### src/rtl/simplerisc_pkg.sv
`default_nettype none
// ============================================================================
// Module   : simplerisc_pkg
// Purpose  : Shared SimpleRisc constants for the execute-stage branch logic:
//            opcode encodings, the NOP encoding used for bubbles, instruction
//            field positions and the wrong-path squash depth.
// Ports    : none (package)
// Revision : 1.0 - initial release
// ============================================================================
package simplerisc_pkg;

  typedef logic [4:0] opcode_t;

  // Instruction field positions
  localparam int OPC_MSB = 31;
  localparam int OPC_LSB = 27;
  localparam int OFF_MSB = 26;
  localparam int OFF_LSB = 0;
  localparam int OFF_W   = OFF_MSB - OFF_LSB + 1;

  // Opcode encodings
  localparam opcode_t OP_BEQ  = 5'b10000;
  localparam opcode_t OP_BGT  = 5'b10001;
  localparam opcode_t OP_B    = 5'b10010;
  localparam opcode_t OP_CALL = 5'b10011;
  localparam opcode_t OP_RET  = 5'b10100;
  localparam opcode_t OP_CMP  = 5'b00101;
  localparam opcode_t OP_NOP  = 5'b01101;

  // Bubble inserted on reset and on squash
  localparam logic [31:0] NOP_INSN = 32'h6800_0000;

  // Fetch has one register stage, so two wrong-path instructions are in
  // flight when a taken branch resolves in E.
  localparam int SQUASH_DEPTH = 2;
  localparam int SQUASH_CNT_W = (SQUASH_DEPTH > 2) ? $clog2(SQUASH_DEPTH) : 1;

  function automatic opcode_t opcode_of(input logic [31:0] insn);
    return insn[OPC_MSB:OPC_LSB];
  endfunction

endpackage : simplerisc_pkg
`default_nettype wire

### src/rtl/branch_execute_cycle_if.sv
`default_nettype none
// ============================================================================
// Module   : branch_execute_cycle_if
// Purpose  : Bundles the decode-side inputs, operand inputs and the
//            redirect / flags / call-writeback outputs of the execute-stage
//            branch unit.
// Modports : master - upstream/environment side (drives D-stage and operands)
//            slave  - branch_execute_cycle side
// Revision : 1.0 - initial release
// ============================================================================
interface branch_execute_cycle_if;

  logic [31:0] instruction_D;
  logic [31:0] pc_D;
  logic [31:0] op1_E;
  logic [31:0] op2_E;
  logic [31:0] ra_E;

  logic [31:0] instruction_E;
  logic [31:0] pc_E;
  logic        isbranchtaken_E;
  logic [31:0] pc_branch_E;
  logic        flag_eq;
  logic        flag_gt;
  logic        call_wen_E;
  logic [31:0] call_wdata_E;
  logic        squash_active;

  modport master (
    output instruction_D, pc_D, op1_E, op2_E, ra_E,
    input  instruction_E, pc_E, isbranchtaken_E, pc_branch_E,
           flag_eq, flag_gt, call_wen_E, call_wdata_E, squash_active
  );

  modport slave (
    input  instruction_D, pc_D, op1_E, op2_E, ra_E,
    output instruction_E, pc_E, isbranchtaken_E, pc_branch_E,
           flag_eq, flag_gt, call_wen_E, call_wdata_E, squash_active
  );

endinterface : branch_execute_cycle_if
`default_nettype wire

### src/rtl/branch_execute_cycle_branch_target_calc.sv
`default_nettype none
// ============================================================================
// Module   : branch_target_calc
// Purpose  : Combinational branch resolution for the instruction in E.
// Ports    : en       - resolution enabled (no squash in progress)
//            opcode   - opcode of instruction_E
//            pc       - pc_E
//            offset   - signed word offset field of instruction_E
//            ra       - current r15 value (ret target)
//            flag_eq  - flags.E
//            flag_gt  - flags.GT
//            taken    - redirect fetch
//            target   - redirect address (0 when not taken)
// Revision : 1.0 - initial release
// ============================================================================
module branch_target_calc
  import simplerisc_pkg::*;
(
  input  logic             en,
  input  opcode_t          opcode,
  input  logic [31:0]      pc,
  input  logic [OFF_W-1:0] offset,
  input  logic [31:0]      ra,
  input  logic             flag_eq,
  input  logic             flag_gt,
  output logic             taken,
  output logic [31:0]      target
);

  logic [31:0] w_target_rel;

  // Word offset -> byte offset, sign-extended; sum wraps mod 2^32.
  assign w_target_rel = pc + {{(32 - OFF_W - 2){offset[OFF_W-1]}}, offset, 2'b00};

  always_comb begin
    taken  = 1'b0;
    target = 32'h0;
    if (en) begin
      case (opcode)
        OP_B, OP_CALL: begin
          taken  = 1'b1;
          target = w_target_rel;
        end
        OP_BEQ: begin
          taken  = flag_eq;
          target = flag_eq ? w_target_rel : 32'h0;
        end
        OP_BGT: begin
          taken  = flag_gt;
          target = flag_gt ? w_target_rel : 32'h0;
        end
        OP_RET: begin
          taken  = 1'b1;
          target = ra;
        end
        default: begin
          taken  = 1'b0;
          target = 32'h0;
        end
      endcase
    end
  end

endmodule : branch_target_calc
`default_nettype wire

### src/rtl/branch_execute_cycle.sv
`default_nettype none
// ============================================================================
// Module   : branch_execute_cycle
// Purpose  : SimpleRisc execute-stage branch unit. Holds the D->E pipeline
//            register and the cmp flags, resolves b/beq/bgt/call/ret and
//            squashes the two wrong-path instructions behind a taken branch.
// Ports    : clk  - clock, rising edge
//            rst  - synchronous active-high reset
//            bus  - branch_execute_cycle_if.slave
//                   in : instruction_D, pc_D, op1_E, op2_E, ra_E
//                   out: instruction_E, pc_E, isbranchtaken_E, pc_branch_E,
//                        flag_eq, flag_gt, call_wen_E, call_wdata_E,
//                        squash_active
// Revision : 1.0 - initial release
// ============================================================================
module branch_execute_cycle
  import simplerisc_pkg::*;
(
  input  logic                   clk,
  input  logic                   rst,
  branch_execute_cycle_if.slave  bus
);

  localparam logic [SQUASH_CNT_W-1:0] SQUASH_RELOAD = SQUASH_CNT_W'(SQUASH_DEPTH - 1);

  logic [31:0]             r_instruction_E;
  logic [31:0]             r_pc_E;
  logic                    r_flag_eq;
  logic                    r_flag_gt;
  logic [SQUASH_CNT_W-1:0] r_squash_cnt;

  logic                    w_idle;
  opcode_t                 w_opcode;
  logic                    w_taken;
  logic [31:0]             w_target;

  assign w_idle   = (r_squash_cnt == '0);
  assign w_opcode = opcode_of(r_instruction_E);

  branch_target_calc u_target (
    .en      (w_idle),
    .opcode  (w_opcode),
    .pc      (r_pc_E),
    .offset  (r_instruction_E[OFF_MSB:OFF_LSB]),
    .ra      (bus.ra_E),
    .flag_eq (r_flag_eq),
    .flag_gt (r_flag_gt),
    .taken   (w_taken),
    .target  (w_target)
  );

  // D->E slot and squash counter. A taken branch loads the counter with
  // depth-1 because the edge that sees the branch already kills the first
  // wrong-path instruction.
  always_ff @(posedge clk) begin
    if (rst) begin
      r_instruction_E <= NOP_INSN;
      r_pc_E          <= 32'h0;
      r_squash_cnt    <= '0;
    end else if (w_taken) begin
      r_instruction_E <= NOP_INSN;
      r_pc_E          <= 32'h0;
      r_squash_cnt    <= SQUASH_RELOAD;
    end else if (!w_idle) begin
      r_instruction_E <= NOP_INSN;
      r_pc_E          <= 32'h0;
      r_squash_cnt    <= r_squash_cnt - SQUASH_CNT_W'(1);
    end else begin
      r_instruction_E <= bus.instruction_D;
      r_pc_E          <= bus.pc_D;
    end
  end

  // Flags: a cmp in E updates them at its edge, so a following beq/bgt
  // sees the new values with no bubble.
  always_ff @(posedge clk) begin
    if (rst) begin
      r_flag_eq <= 1'b0;
      r_flag_gt <= 1'b0;
    end else if (w_idle && (w_opcode == OP_CMP)) begin
      r_flag_eq <= (bus.op1_E == bus.op2_E);
      r_flag_gt <= ($signed(bus.op1_E) > $signed(bus.op2_E));
    end
  end

  assign bus.instruction_E   = r_instruction_E;
  assign bus.pc_E            = r_pc_E;
  assign bus.isbranchtaken_E = w_taken;
  assign bus.pc_branch_E     = w_target;
  assign bus.flag_eq         = r_flag_eq;
  assign bus.flag_gt         = r_flag_gt;
  assign bus.call_wen_E      = w_idle && (w_opcode == OP_CALL);
  assign bus.call_wdata_E    = r_pc_E + 32'd4;
  assign bus.squash_active   = !w_idle;

endmodule : branch_execute_cycle
`default_nettype wire

### src/flat_wrapper.sv
// flat-port wrapper written by rule: the top's interface ports become plain ports
module branch_execute_cycle_flat import simplerisc_pkg::*;
  (clk, rst, bus_instruction_D, bus_pc_D, bus_op1_E, bus_op2_E, bus_ra_E, bus_instruction_E, bus_pc_E, bus_isbranchtaken_E, bus_pc_branch_E, bus_flag_eq, bus_flag_gt, bus_call_wen_E, bus_call_wdata_E, bus_squash_active);
  branch_execute_cycle_if bus_i ();
  input  logic clk;
  input  logic rst;
  input wire logic [$bits(bus_i.instruction_D)-1:0] bus_instruction_D;
  input wire logic [$bits(bus_i.pc_D)-1:0] bus_pc_D;
  input wire logic [$bits(bus_i.op1_E)-1:0] bus_op1_E;
  input wire logic [$bits(bus_i.op2_E)-1:0] bus_op2_E;
  input wire logic [$bits(bus_i.ra_E)-1:0] bus_ra_E;
  output wire logic [$bits(bus_i.instruction_E)-1:0] bus_instruction_E;
  output wire logic [$bits(bus_i.pc_E)-1:0] bus_pc_E;
  output wire logic [$bits(bus_i.isbranchtaken_E)-1:0] bus_isbranchtaken_E;
  output wire logic [$bits(bus_i.pc_branch_E)-1:0] bus_pc_branch_E;
  output wire logic [$bits(bus_i.flag_eq)-1:0] bus_flag_eq;
  output wire logic [$bits(bus_i.flag_gt)-1:0] bus_flag_gt;
  output wire logic [$bits(bus_i.call_wen_E)-1:0] bus_call_wen_E;
  output wire logic [$bits(bus_i.call_wdata_E)-1:0] bus_call_wdata_E;
  output wire logic [$bits(bus_i.squash_active)-1:0] bus_squash_active;
  assign bus_i.instruction_D = bus_instruction_D;
  assign bus_i.pc_D = bus_pc_D;
  assign bus_i.op1_E = bus_op1_E;
  assign bus_i.op2_E = bus_op2_E;
  assign bus_i.ra_E = bus_ra_E;
  assign bus_instruction_E = bus_i.instruction_E;
  assign bus_pc_E = bus_i.pc_E;
  assign bus_isbranchtaken_E = bus_i.isbranchtaken_E;
  assign bus_pc_branch_E = bus_i.pc_branch_E;
  assign bus_flag_eq = bus_i.flag_eq;
  assign bus_flag_gt = bus_i.flag_gt;
  assign bus_call_wen_E = bus_i.call_wen_E;
  assign bus_call_wdata_E = bus_i.call_wdata_E;
  assign bus_squash_active = bus_i.squash_active;
  branch_execute_cycle u_core (.clk(clk), .rst(rst), .bus(bus_i));
endmodule
### config.mk
export PLATFORM = sky130hd
export DESIGN_NAME = branch_execute_cycle_flat
export DESIGN_NICKNAME = d
export VERILOG_FILES = /design/src/rtl/simplerisc_pkg.sv /design/src/rtl/branch_execute_cycle_if.sv /design/src/rtl/branch_execute_cycle_branch_target_calc.sv /design/src/rtl/branch_execute_cycle.sv /design/src/flat_wrapper.sv
export SDC_FILE = /design/constraint.sdc
export NUM_CORES = 1
export LEC_CHECK = 0
export ABC_AREA = 1
export CAP_MARGIN = 40
export CORE_UTILIZATION = 39
export CTS_BUF_LIST = sky130_fd_sc_hd__clkbuf_8
export DETAILED_ROUTE_END_ITERATION = 8
export GPL_TIMING_DRIVEN = 0
export PLACE_DENSITY = 0.79
export RECOVER_POWER = 25
export SETUP_SLACK_MARGIN = 0.1
export SYNTH_ARGS = -nofsm -noshare
export SYNTH_HDL_FRONTEND = slang
export SYNTH_HIERARCHICAL = 1
export SYNTH_SLANG_ARGS = --single-unit
### constraint.sdc
create_clock -name clk -period 2.3 [get_ports clk]
set_input_delay 0.46 -clock clk [delete_from_list [all_inputs] [get_ports clk]]
set_output_delay 0.46 -clock clk [all_outputs]
set_load 0.005 [all_outputs]
==> out/summary.md <==
The clock edge transition at the registers on the reported setup and hold paths was 0.09 ns. Setup repair after global routing could not meet its margin everywhere. Final instance area: 0.0118 mm2. The tools report the reg-to-reg critical path startpoint as u_core/bus.instruction_E[27]. For this run, the top clock speed supported by timing is 342 MHz. For the count of final max-slew check failures, the log shows 0.

The sequential share of the synthesized area was 0.216. Post-detailed-route via-to-cell ratio: 5.34. In this run the critical register-to-register path is captured at u_core/bus.instruction_E[1].

Number of nets still failing antenna checks after routing: 0. The class of the tightest hold or removal check was register to register. In this run the register-to-register setup slack is -0.41 ns.

The tools report the cell at the root of the clock tree as sky130_fd_sc_hd__clkbuf_8. In the routed design, unresolved DRC markers number 0. For the final routed database, the setup TNS stands at -30.49 ns. The transition time of the tightest slew-check pin is 0.771 ns, and the number of enable flip-flop cells after synthesis is 0. The total global routing track utilization came out at 0.321.

The tree built by TritonCTS fans out to 67 sinks. The number of buffer and inverter stages on the critical path was 4; the die boundary height was 128 um. For the initial antenna violation count, the log shows 0.

The number of nets in the synthesized netlist is 1239. The synthesized design spends more area on one cell type than any other, namely sky130_fd_sc_hd__dfxtp_1. The number of global-route vias before repair was 8033; the area share of the largest cell type after synthesis was 0.216. In this run the worst path has a maximum fanout of 5. The run gives 7 as the detailed-router iteration count before antenna repair. Synthesis produced a netlist whose cell count is 1014.

The floorplan step set the die width to 128 um. The die area was 0.0164 mm2. For the worst setup path, the data arrival time is 2.46 ns. Traced cell by cell, the critical path runs through ha_4, inv_2, fa_2, inv_2, nand3_2, nand3_4, nand2_4, a21oi_4, buf_4, o21ai_0, nand3_2, a21oi_2, buf_2. The hold buffer count at cts is 0, and the synthesis-to-finish area growth is 90.4%.

The last weighted congestion value of the routability-driven placer was 0.918. The flow ran to the end, but the final reports show violations. The worst setup path is of the register to output pin kind. For this design, the slowest cell found on the critical path is sky130_fd_sc_hd__dfxtp_4. The logs give 0.00621 mm2 for the netlist area before placement and 0.769 for the final core area utilization.

For the number of rows in the core area, the log shows 45. For the half-perimeter wire length after placement, the log shows 18100 um. The shortest period the worst path allows was 2.92 ns. Input and output buffers added on the ports amount to 294.

The synthesis-stage register bit count works out to 67. Between clock sinks in the finished design, the worst skew comes to 0.0139 ns. The H-tree was split into 3 levels.

In the final routed layout, each cell accounts on average for 19.1 um. The clock passes through at most 2 buffers. The family of cells with the greatest summed delay on the critical path was adder cells. STA puts the critical path data required time at 1.84 ns. Pin placement for this block handled 295 I/O pins. The logs give 8714 for the via count and 0 for the remaining global-route overflow. The smallest setup slack after layout was -0.623 ns.

The fraction of synthesis flops using an asynchronous set or reset pin was 0; the count of antenna diodes in the layout was 0. The number of stages on the worst hold path was 2. The logs give 0.442 mV for the worst-case vdd ir drop and 40800 um for the wire length of the first global-routing pass.

The post-route fraction of the period consumed by the critical path came out at 1.27. The run gives 9 as the number of clock buffers inserted by TritonCTS. The leakage power total is 6.02 nW, and the normalized max-slew margin is 0.486.

Most frequently used flop master after synthesis: sky130_fd_sc_hd__dfxtp_1. The final reports fail on negative setup slack. Setup violations remaining at the end of the flow were counted as 112. The tools report the worst hold path startpoint as u_core/bus.flag_eq. The synthesized area divided by synthesized cell count works out to 6.12 um2. Once layout is complete, the cells apart from fillers number 1633. The worst setup path is launched from a register. The number of violations of the max-capacitance limit was 0. The depth of the most critical reg-to-reg path works out to 9. The floorplan step defined a core boundary enclosing 0.0154 mm2.

In this run the cell area measured after placement is 0.00943 mm2. The number of warning messages in the yosys log came out at 6. TritonCTS built the clock tree.

After the first detailed-routing iteration, the DRC count stood at 801. For hold timing, the worst endpoint is u_core/bus.flag_eq. Counting tap cells, the placed design contains a total of 1519 instances. The later pin in the worst-skew pair is clocked with a latency of 0.39 ns. The starting density of the core was 0.404.

The layout cell share with drive strength beyond 1 works out to 0.365. Counting distinct cell types in the post-synthesis netlist gives 41. The final layout contains 1642 nets. The tools report the number of hold-slack violations in the final timing report as 0. Ranked by total cell area, the synthesized netlist is headed by sky130_fd_sc_hd__dfxtp_1 22%, sky130_fd_sc_hd__nand2_1 16%, sky130_fd_sc_hd__inv_1 13%. On the worst path, the slowest cell contributes a delay of 0.42 ns.

STA classifies the critical path endpoint as an output pin. Entering global routing, the biggest net connects 13 pins. The routed design has 31100 um of wire. Power density relative to cell area: 352 mW/mm2.
[synth_stat cells (all sizes together), types with 2 or more instances]
library cell and instances:
a21o 4, a21oi 70, a22oi 2, and2 2
buf 5, clkbuf 11, dfxtp 67, ha 62
inv 228, nand2 286, nand3 59, nand3b 4
nand4 13, nor2 125, nor3 11, nor3b 2
nor4 3, o21ai 13, o21bai 4, or2 6
xnor2 12, xor2 20
[per-stage QoR]
step | worst slack [ns] | hold slack (ns) | total power [mW]
3_5_place_dp | -0.742 | 0.468 | 2.46
5_1_grt | -0.703 | 0.485 | 4.32
2_1_floorplan | 0.0994 | 0.457 | 1.83
3_3_place_gp | -0.706 | 0.461 | 2.45
6_report | -0.623 | 0.464 | 4.16
4_1_cts | -0.502 | 0.466 | 3.89
[logic make-up after synthesis]
group                      Yosys count  share of synthesized area
buffers and inverters              244                      0.151
DFF                                 67                      0.216
and+or+nand+nor                    513                      0.375
adders and majority gates           63                      0.128
xor gates and xnor gates            32                     0.0452
AOI/OAI and AO/OA                   95                     0.0849
[cell type report]
type	instances	area, um2
Multi-Input combinational cell	703	5370
Tap cell	211	264
Timing Repair Buffer	392	3510
Buffer	16	103
Clock inverter	5	85.1
Inverter	228	866
Clock buffer	11	151
Sequential cell	67	1470
Fill cell	969	3550
[how the worst max path moves through the flow]
stage / cells past startpoint / slack, ns / startpoint / end
after floorplan: 11 / 0.1 / u_core/bus.pc_E[2] / bus_pc_branch_E[10]
after global placement: 13 / -0.71 / u_core/bus.pc_E[2] / bus_pc_branch_E[16]
after detailed placement: 13 / -0.74 / u_core/bus.pc_E[2] / bus_pc_branch_E[16]
after CTS: 13 / -0.50 / u_core/bus.pc_E[2] / bus_pc_branch_E[18]
after global routing: 13 / -0.70 / u_core/bus.pc_E[2] / bus_pc_branch_E[18]
final: 13 / -0.62 / u_core/bus.pc_E[2] / bus_pc_branch_E[18]
[cells in the final DEF (no fill, tap or decap), drive strengths merged, types with 6 or more instances in the layout]
cell type,instances
nand2,286
inv,228
clkdlybuf4s50,218
buf,156
nor2,125
a21oi,70
dfxtp,67
ha,62
nand3,59
clkbuf,25
xor2,20
dlygate4sd3,14
nand4,13
o21ai,13
xnor2,12
nor3,11
or2,6
[registers in the layout, indices dropped and copies added, names as in the netlist]
signal,count
u_core/bus.instruction_E,32
u_core/bus.pc_E,32
u_core/bus.flag_eq,1
u_core/bus.flag_gt,1
u_core/bus.squash_active,1
[layer usage]
layer | up-vias | GRT usage | wire length (um)
li1 | 3915 | - | -
met1 | 4010 | 0.344 | 11000
met2 | 607 | 0.582 | 15300
met3 | 182 | 0.0843 | 3170
met4 | 0 | 0.158 | 1720
met5 | - | 0 | 0
[power breakdown]
group          switching [mW]  leakage (nW)  internal [mW]
Combinational           0.777          5.32          0.844
Sequential              0.100         0.579           1.22
Clock                   0.545         0.116          0.673
Total                    1.42          6.02           2.74
[repair_timing]
action / in CTS / in global routing
setup buffers: 68 / 36
resized for setup: 503 / 162
setup endpoints to repair: 61 / 78
pin swaps: 113 / 93
[worst register-to-register path: stages (launching register included)]
cell and delay [ns]:
sky130_fd_sc_hd__dfxtp_4 0.38, sky130_fd_sc_hd__nor2_1 0.05, sky130_fd_sc_hd__a211o_1 0.25, sky130_fd_sc_hd__nand2_4 0.10, sky130_fd_sc_hd__clkbuf_1 0.55, sky130_fd_sc_hd__a21oi_4 0.12, sky130_fd_sc_hd__nor3_1 0.21, sky130_fd_sc_hd__inv_1 0.24
sky130_fd_sc_hd__clkbuf_1 0.42, sky130_fd_sc_hd__nor2_1 0.29
Note: power is estimated with default switching activity, not from simulation.
==> variant 1, RTL diff (same settings) <==
Change the package constant `SQUASH_DEPTH` from 2 to 4.
--- a/src/rtl/simplerisc_pkg.sv
+++ b/src/rtl/simplerisc_pkg.sv
@@ -32,7 +32,7 @@
 
   // Fetch has one register stage, so two wrong-path instructions are in
   // flight when a taken branch resolves in E.
-  localparam int SQUASH_DEPTH = 2;
+  localparam int SQUASH_DEPTH = 4;
   localparam int SQUASH_CNT_W = (SQUASH_DEPTH > 2) ? $clog2(SQUASH_DEPTH) : 1;
 
   function automatic opcode_t opcode_of(input logic [31:0] insn);
Behaviour: not the same (Yosys sat finds a counterexample within 4 cycles, from zero or initial values and one cycle with rst high).
==> variant 1 against the original RTL <==
The run ends with design-rule violations, negative setup slack left; final area rose by 4.4%; routed wire length rose by 14%; sequential cell count increased by 1; setup slack worse by 180 ps; area after synthesis up 2.6%.
Power is not compared: it rests on default switching activity, and its combinational part moved more than twofold at a synthesized area within 25%.
==> variant 1: results (changes against the original RTL) <==
| Metric | Value |
|---|---|
| Gr usage total | `0.326 (+0.00504)` |
| Critical Path End | `bus_pc_branch_E[22]` |
| Antenna violations before repair | `0 (unchanged)` |
| Clock Skew | `17.5 ps (+3.57 ps)` |
| Mapped Nets | `1271 (+2.6%)` |
| DRC Markers | `1 (+1)` |
| Bufs on Longest Clock Path | `2 (unchanged)` |
| Sequential Power Share | `0.240` |
| RR Startpoint | `u_core/bus.instruction_E[27]` |
| Combinational share of power | `0.604` |
| Global-route wire length before repair | `42300 um (+3.6%)` |
| R2R cell count | `9 (unchanged)` |
| CP Launch Point | `u_core/bus.pc_E[2]` |
| Gp weighted congestion | `0.940 (+2.5%)` |
| Setup ws final | `-805 ps (-182 ps)` |
| Pre-CTS setup slack | `-711 ps (+31.2 ps)` |
| Min-Delay Endpoint | `u_core/bus.flag_eq` |
| CTS Buf Count | `9 (unchanged)` |
| CTS root buf | `clkbuf_8` |
| Largest net degree at the start of global routing | `11 (-2)` |
| Vias in the first global route | `8552 (+6.5%)` |
| Vias | `9432 (+8.2%)` |
| Flop-to-flop setup slack | `-230 ps (+180 ps)` |
| Total Neg Setup Slack | `-26620 ps (+3870 ps)` |
| H-tree depth | `3 (unchanged)` |
| Hold path cells | `2 (unchanged)` |
| Largest cells by area after synthesis | `dfxtp_1 (21%), nand2_1 (17%), inv_1 (13%), ha_1 (12%), nor2_1 (7.0%)` |
| Crit path arrival time | `2650 ps (+190 ps)` |
| Worst-Margin Slew | `681 ps (-90.4 ps)` |
| Top cells by count, synth | `nand2_1 (286), inv_1 (223), nor2_1 (118)` |
| Failing checks | `design-rule violations, negative setup slack` |
| Synth unique cells | `41 (unchanged)` |
| Hold Startpoint | `u_core/bus.flag_eq` |
| Postcts setup bufs | `78 (+15%)` |
| Worst Path Max Fanout | `4 (-1)` |
| Clock latency on the worst-skew pair | `400 ps` |
| Reg2reg end | `u_core/bus.instruction_E[24]` |
| Drt first pass iters | `9 (+2)` |
| Detailed Route Iter0 Violations | `1073 (+34%)` |
| Outcome | `finished, violations left` |
| Leakage Power | `6.36 nW` |
| Maximum vdd drop | `0.524 mV` |
| # diodes | `0 (unchanged)` |
| Number of nets in the layout | `1695 (+3.2%)` |
| Final HPWL DP | `18600 um (+2.7%)` |
| Internal power | `4.23 mW` |
| Setup violations, final | `112 (unchanged)` |
| Per-cell routed wire length | `21.1 um (+11%)` |
| Post-CTS Resized | `544 (+8.2%)` |
| Post-synthesis async set-or-reset flop share | `0 (unchanged)` |
| CTS clk-pin slew, worst paths | `70 ps (-20 ps)` |
| Hold Path Class | `reg -> reg` |
| Sequential area share after synthesis | `0.214 (-0.00237)` |
| Syn. warnings | `6 (unchanged)` |
| Port Buffer Count | `294 (unchanged)` |
| Fraction of layout cells with a size suffix above 1 | `0.374 (+0.00892)` |
[variant 1: cell count changes after synthesis, moves of 2 or more]
cell,unedited run,this run
inv_1,219,223
nand2_1,264,286
nand2_2,21,23
nand3_1,49,42
nand4_1,13,16
nor2_1,111,118
nor2_4,5,9
nor3_2,4,6
nor3_4,3,0
nor3b_1,2,0
o21ai_0,13,9
[variant 1: area by class of cell]
type	count	area [um^2]
well taps	216	270
fillers	947	3600
plain buffers	16	108
flip-flops and latches	68	1500
repair buffers	413	3760
clock buffers	11	151
clock inverters	2	60.1
inverters	233	897
multi-input cells	728	5600
[variant 1: layer usage]
layer | track usage | share of wire | up-vias
met5 | 0 | 0 | -
met4 | 0.195 | 0.092 | 0
met3 | 0.0697 | 0.11 | 308
met2 | 0.598 | 0.47 | 776
met1 | 0.342 | 0.34 | 4300
li1 | - | - | 4048
[variant 1: critical path: stages (launching register included)]
cell,delay [ps]
dfxtp_4,400
ha_4,150
inv_2,40
fa_2,360
inv_2,120
nand3_4,100
nand3_4,120
nand3_2,210
nand3_4,200
nand2_2,80
nand2_1,100
nand2_1,80
nand3_2,100
a21oi_2,60
buf_2,130
[variant 1: cell families after synthesis]
logic type               after synthesis  synth area share
AND/OR/NAND/NOR                      540             0.383
flip-flops                            68             0.214
XOR/XNOR                              32            0.0452
buffers and inverters                249             0.150
adder cells (fa/ha/maj)               64             0.127
AO/OA/AOI/OAI                         92            0.0811
[variant 1: metrics by stage]
step | hold slack [ps] | instances | power, mW | instance area (um^2)
final | 460 | 1687 | 7.61 | 12300
after global routing | 493 | 1687 | 7.87 | 12300
after CTS | 471 | 1646 | 6.68 | 11400
after detailed placement | 457 | 1555 | 4.63 | 9600
after global placement | 462 | 1555 | 4.59 | 9600
after floorplan | 457 | 1045 | 3.13 | 6380
==> variant 2, RTL diff (same settings) <==
Without the edit above. Make the reset (`rst`) asynchronous in 2 clocked blocks. Comments in the files are not updated.
--- a/src/rtl/branch_execute_cycle.sv
+++ b/src/rtl/branch_execute_cycle.sv
@@ -52,7 +52,7 @@
   // D->E slot and squash counter. A taken branch loads the counter with
   // depth-1 because the edge that sees the branch already kills the first
   // wrong-path instruction.
-  always_ff @(posedge clk) begin
+  always_ff @(posedge clk or posedge rst) begin
     if (rst) begin
       r_instruction_E <= NOP_INSN;
       r_pc_E          <= 32'h0;
@@ -73,7 +73,7 @@
 
   // Flags: a cmp in E updates them at its edge, so a following beq/bgt
   // sees the new values with no bubble.
-  always_ff @(posedge clk) begin
+  always_ff @(posedge clk or posedge rst) begin
     if (rst) begin
       r_flag_eq <= 1'b0;
       r_flag_gt <= 1'b0;
Behaviour: differs if rst is asserted again (counterexample within 4 cycles, from zero or initial values and one cycle with rst high); with rst held inactive, the same outputs for 10 cycles.
==> variant 2 against the original RTL <==
The run still ends with negative setup slack left; core utilization fell by 2.4 points; non-clock buffer count rose by 42; routed wire length rose by 3.2%; final area rose by 4.2%; synthesized cell count rose by 0.39%; area after synthesis rose by 6.1%; critical path depth fell by 2; setup slack got worse by 60 ps; sequential cell count did not move; first-iteration DRC count rose by 11%; highest routed layer unchanged.
Power is not compared: it rests on default switching activity, and its combinational part moved more than twofold at a synthesized area within 25%.
==> variant 2: results (changes against the original RTL) <==
| Metric | Value |
|---|---|
| Outcome | `finished, violations left` |
| Failing checks | `negative setup slack` |
| Routed wl met2 | `15400 um (+0.83%)` |
| Worst Path Max Fanout | `4 (-1)` |
| Slowest CP cell | `dfrtp_1` |
| Clock latency on the worst-skew pair | `370 ps (-20 ps)` |
| Top_reg_cell synth | `dfrtp_1` |
| Area occupied by multi-input gates | `0.00543 mm^2 (+1.2%)` |
| Synth unique cells | `41 (unchanged)` |
| Setup ws final | `-683 ps (-59.8 ps)` |
| Min-Delay Endpoint | `u_core/bus.flag_gt` |
| RR Startpoint | `u_core/bus.instruction_E[27]` |
| Gp weighted congestion | `0.954 (+3.9%)` |
| Critical Path End | `bus_pc_branch_E[22]` |
| Syn. warnings | `6 (unchanged)` |
| Vias in the first global route | `8780 (+9.3%)` |
| Met2 usage | `0.573 (-0.00958)` |
| Pre-CTS setup slack | `-699 ps (+43.1 ps)` |
| Total Neg Setup Slack | `-21560 ps (+8930 ps)` |
| Placed Cells | `1533 (+0.92%)` |
| Slew HR | `0.293 (-0.193)` |
| Met1 Use GR | `0.351 (+0.00705)` |
| Flop-to-flop setup slack | `100 ps (+510 ps)` |
| Sequential area share after synthesis | `0.255 (+0.0389)` |
| Via density | `5.44 (+2.0%)` |
| Reg2reg end | `u_core/bus.instruction_E[4]` |
| Final HPWL DP | `19000 um (+4.9%)` |
| Largest net degree at the start of global routing | `41 (+28)` |
| Hold_ws | `524 ps (+59.6 ps)` |
| Fraction of layout cells with a size suffix above 1 | `0.357 (-0.00769)` |
| Per-cell routed wire length | `19.1 um (+0.29%)` |
| Placed Instance Area | `0.00986 mm^2 (+4.6%)` |
| Avg Cell Area, Syn | `6.47 um^2 (+5.7%)` |
| Setup violations, final | `53 (-53%)` |
| Wire length on met3 | `2940 um (-7.1%)` |
| Drt first pass iters | `8 (+1)` |
| Largest cells by area after synthesis | `dfrtp_1 (24%), nand2_1 (19%), ha_1 (12%), inv_1 (8.7%), nor2_1 (6.4%)` |
| Global-route wire length before repair | `43900 um (+7.7%)` |
| Post-synthesis async set-or-reset flop share | `1.00 (+1.00)` |
| Number of nets in the layout | `1681 (+2.4%)` |
| Hold buffers post-CTS | `0 (unchanged)` |
| DRT met1 WL | `11300 um (+3.0%)` |
| Hold Path Class | `reg -> reg` |
| Top cells by count, synth | `nand2_1 (329), inv_1 (152), nor2_1 (113)` |
| Hold Startpoint | `u_core/bus.flag_gt` |
| Final non-filler cell total | `1681 (+2.9%)` |
| Clock Skew | `24.0 ps (+10.1 ps)` |
| Gr usage total | `0.319 (-0.00202)` |
| Fillers | `1119 (+15%)` |
| Crit path arrival time | `2520 ps (+60 ps)` |
| Detailed Route Iter0 Violations | `886 (+11%)` |
| CP Launch Point | `u_core/bus.instruction_E[4]` |
[variant 2: changes by cell type after synthesis, moves of 5 or more]
| cell | change |
|---|---|
| dfxtp_1 | -67 |
| inv_1 | -67 |
| nand2_1 | +65 |
| dfrtp_1 | +64 |
| clkbuf_1 | +8 |
| a21oi_1 | +5 |
[variant 2: kinds of logic (layout without fill, tap and decap cells)]
kind of cell | after synthesis | count (layout) | share of synthesized area
flip-flops | 67 | 67 | 0.255
adder cells (fa/ha/maj) | 63 | 63 | 0.121
buffers and inverters | 182 | 625 | 0.106
XOR/XNOR | 32 | 32 | 0.0425
AO/OA/AOI/OAI | 98 | 98 | 0.0822
AND/OR/NAND/NOR | 576 | 576 | 0.394
[variant 2: final cells by class]
cell class / count / area share
plain buffers: 23 / 0.0127
clock buffers: 9 / 0.0101
clock inverters: 7 / 0.00630
inverters: 159 / 0.0500
multi-input cells: 769 / 0.441
flip-flops and latches: 67 / 0.140
well taps: 220 / 0.0224
repair buffers: 427 / 0.318
[variant 2: timing repair]
| action | in CTS | in global routing |
|---|---|---|
| gates resized for setup | 477 | 118 |
| pin swaps | 96 | 74 |
| gates cloned | 0 | 0 |
| endpoints found under the hold margin | 0 | 0 |
| buffers inserted | 108 | 26 |
| setup endpoints to repair | 126 | 105 |
[variant 2: worst max-delay path: cells and delay by family, from the launching register on]
family          cells  cell delay, ps
flops               1             490
compound gates      1             120
buf+inv             2             330
simple gates        7             850
fa+ha+maj           1             370
[variant 2: power by group through the flow]
stage / clock network (mW) / registers [mW] / logic (mW)
floorplan: 0 / 1.62 / 1.94
global placement: 0 / 1.69 / 3.41
detailed placement: 0 / 1.69 / 3.47
CTS: 1.01 / 1.68 / 4.70
global route: 1.08 / 1.73 / 5.90
finish: 1.02 / 1.71 / 5.62
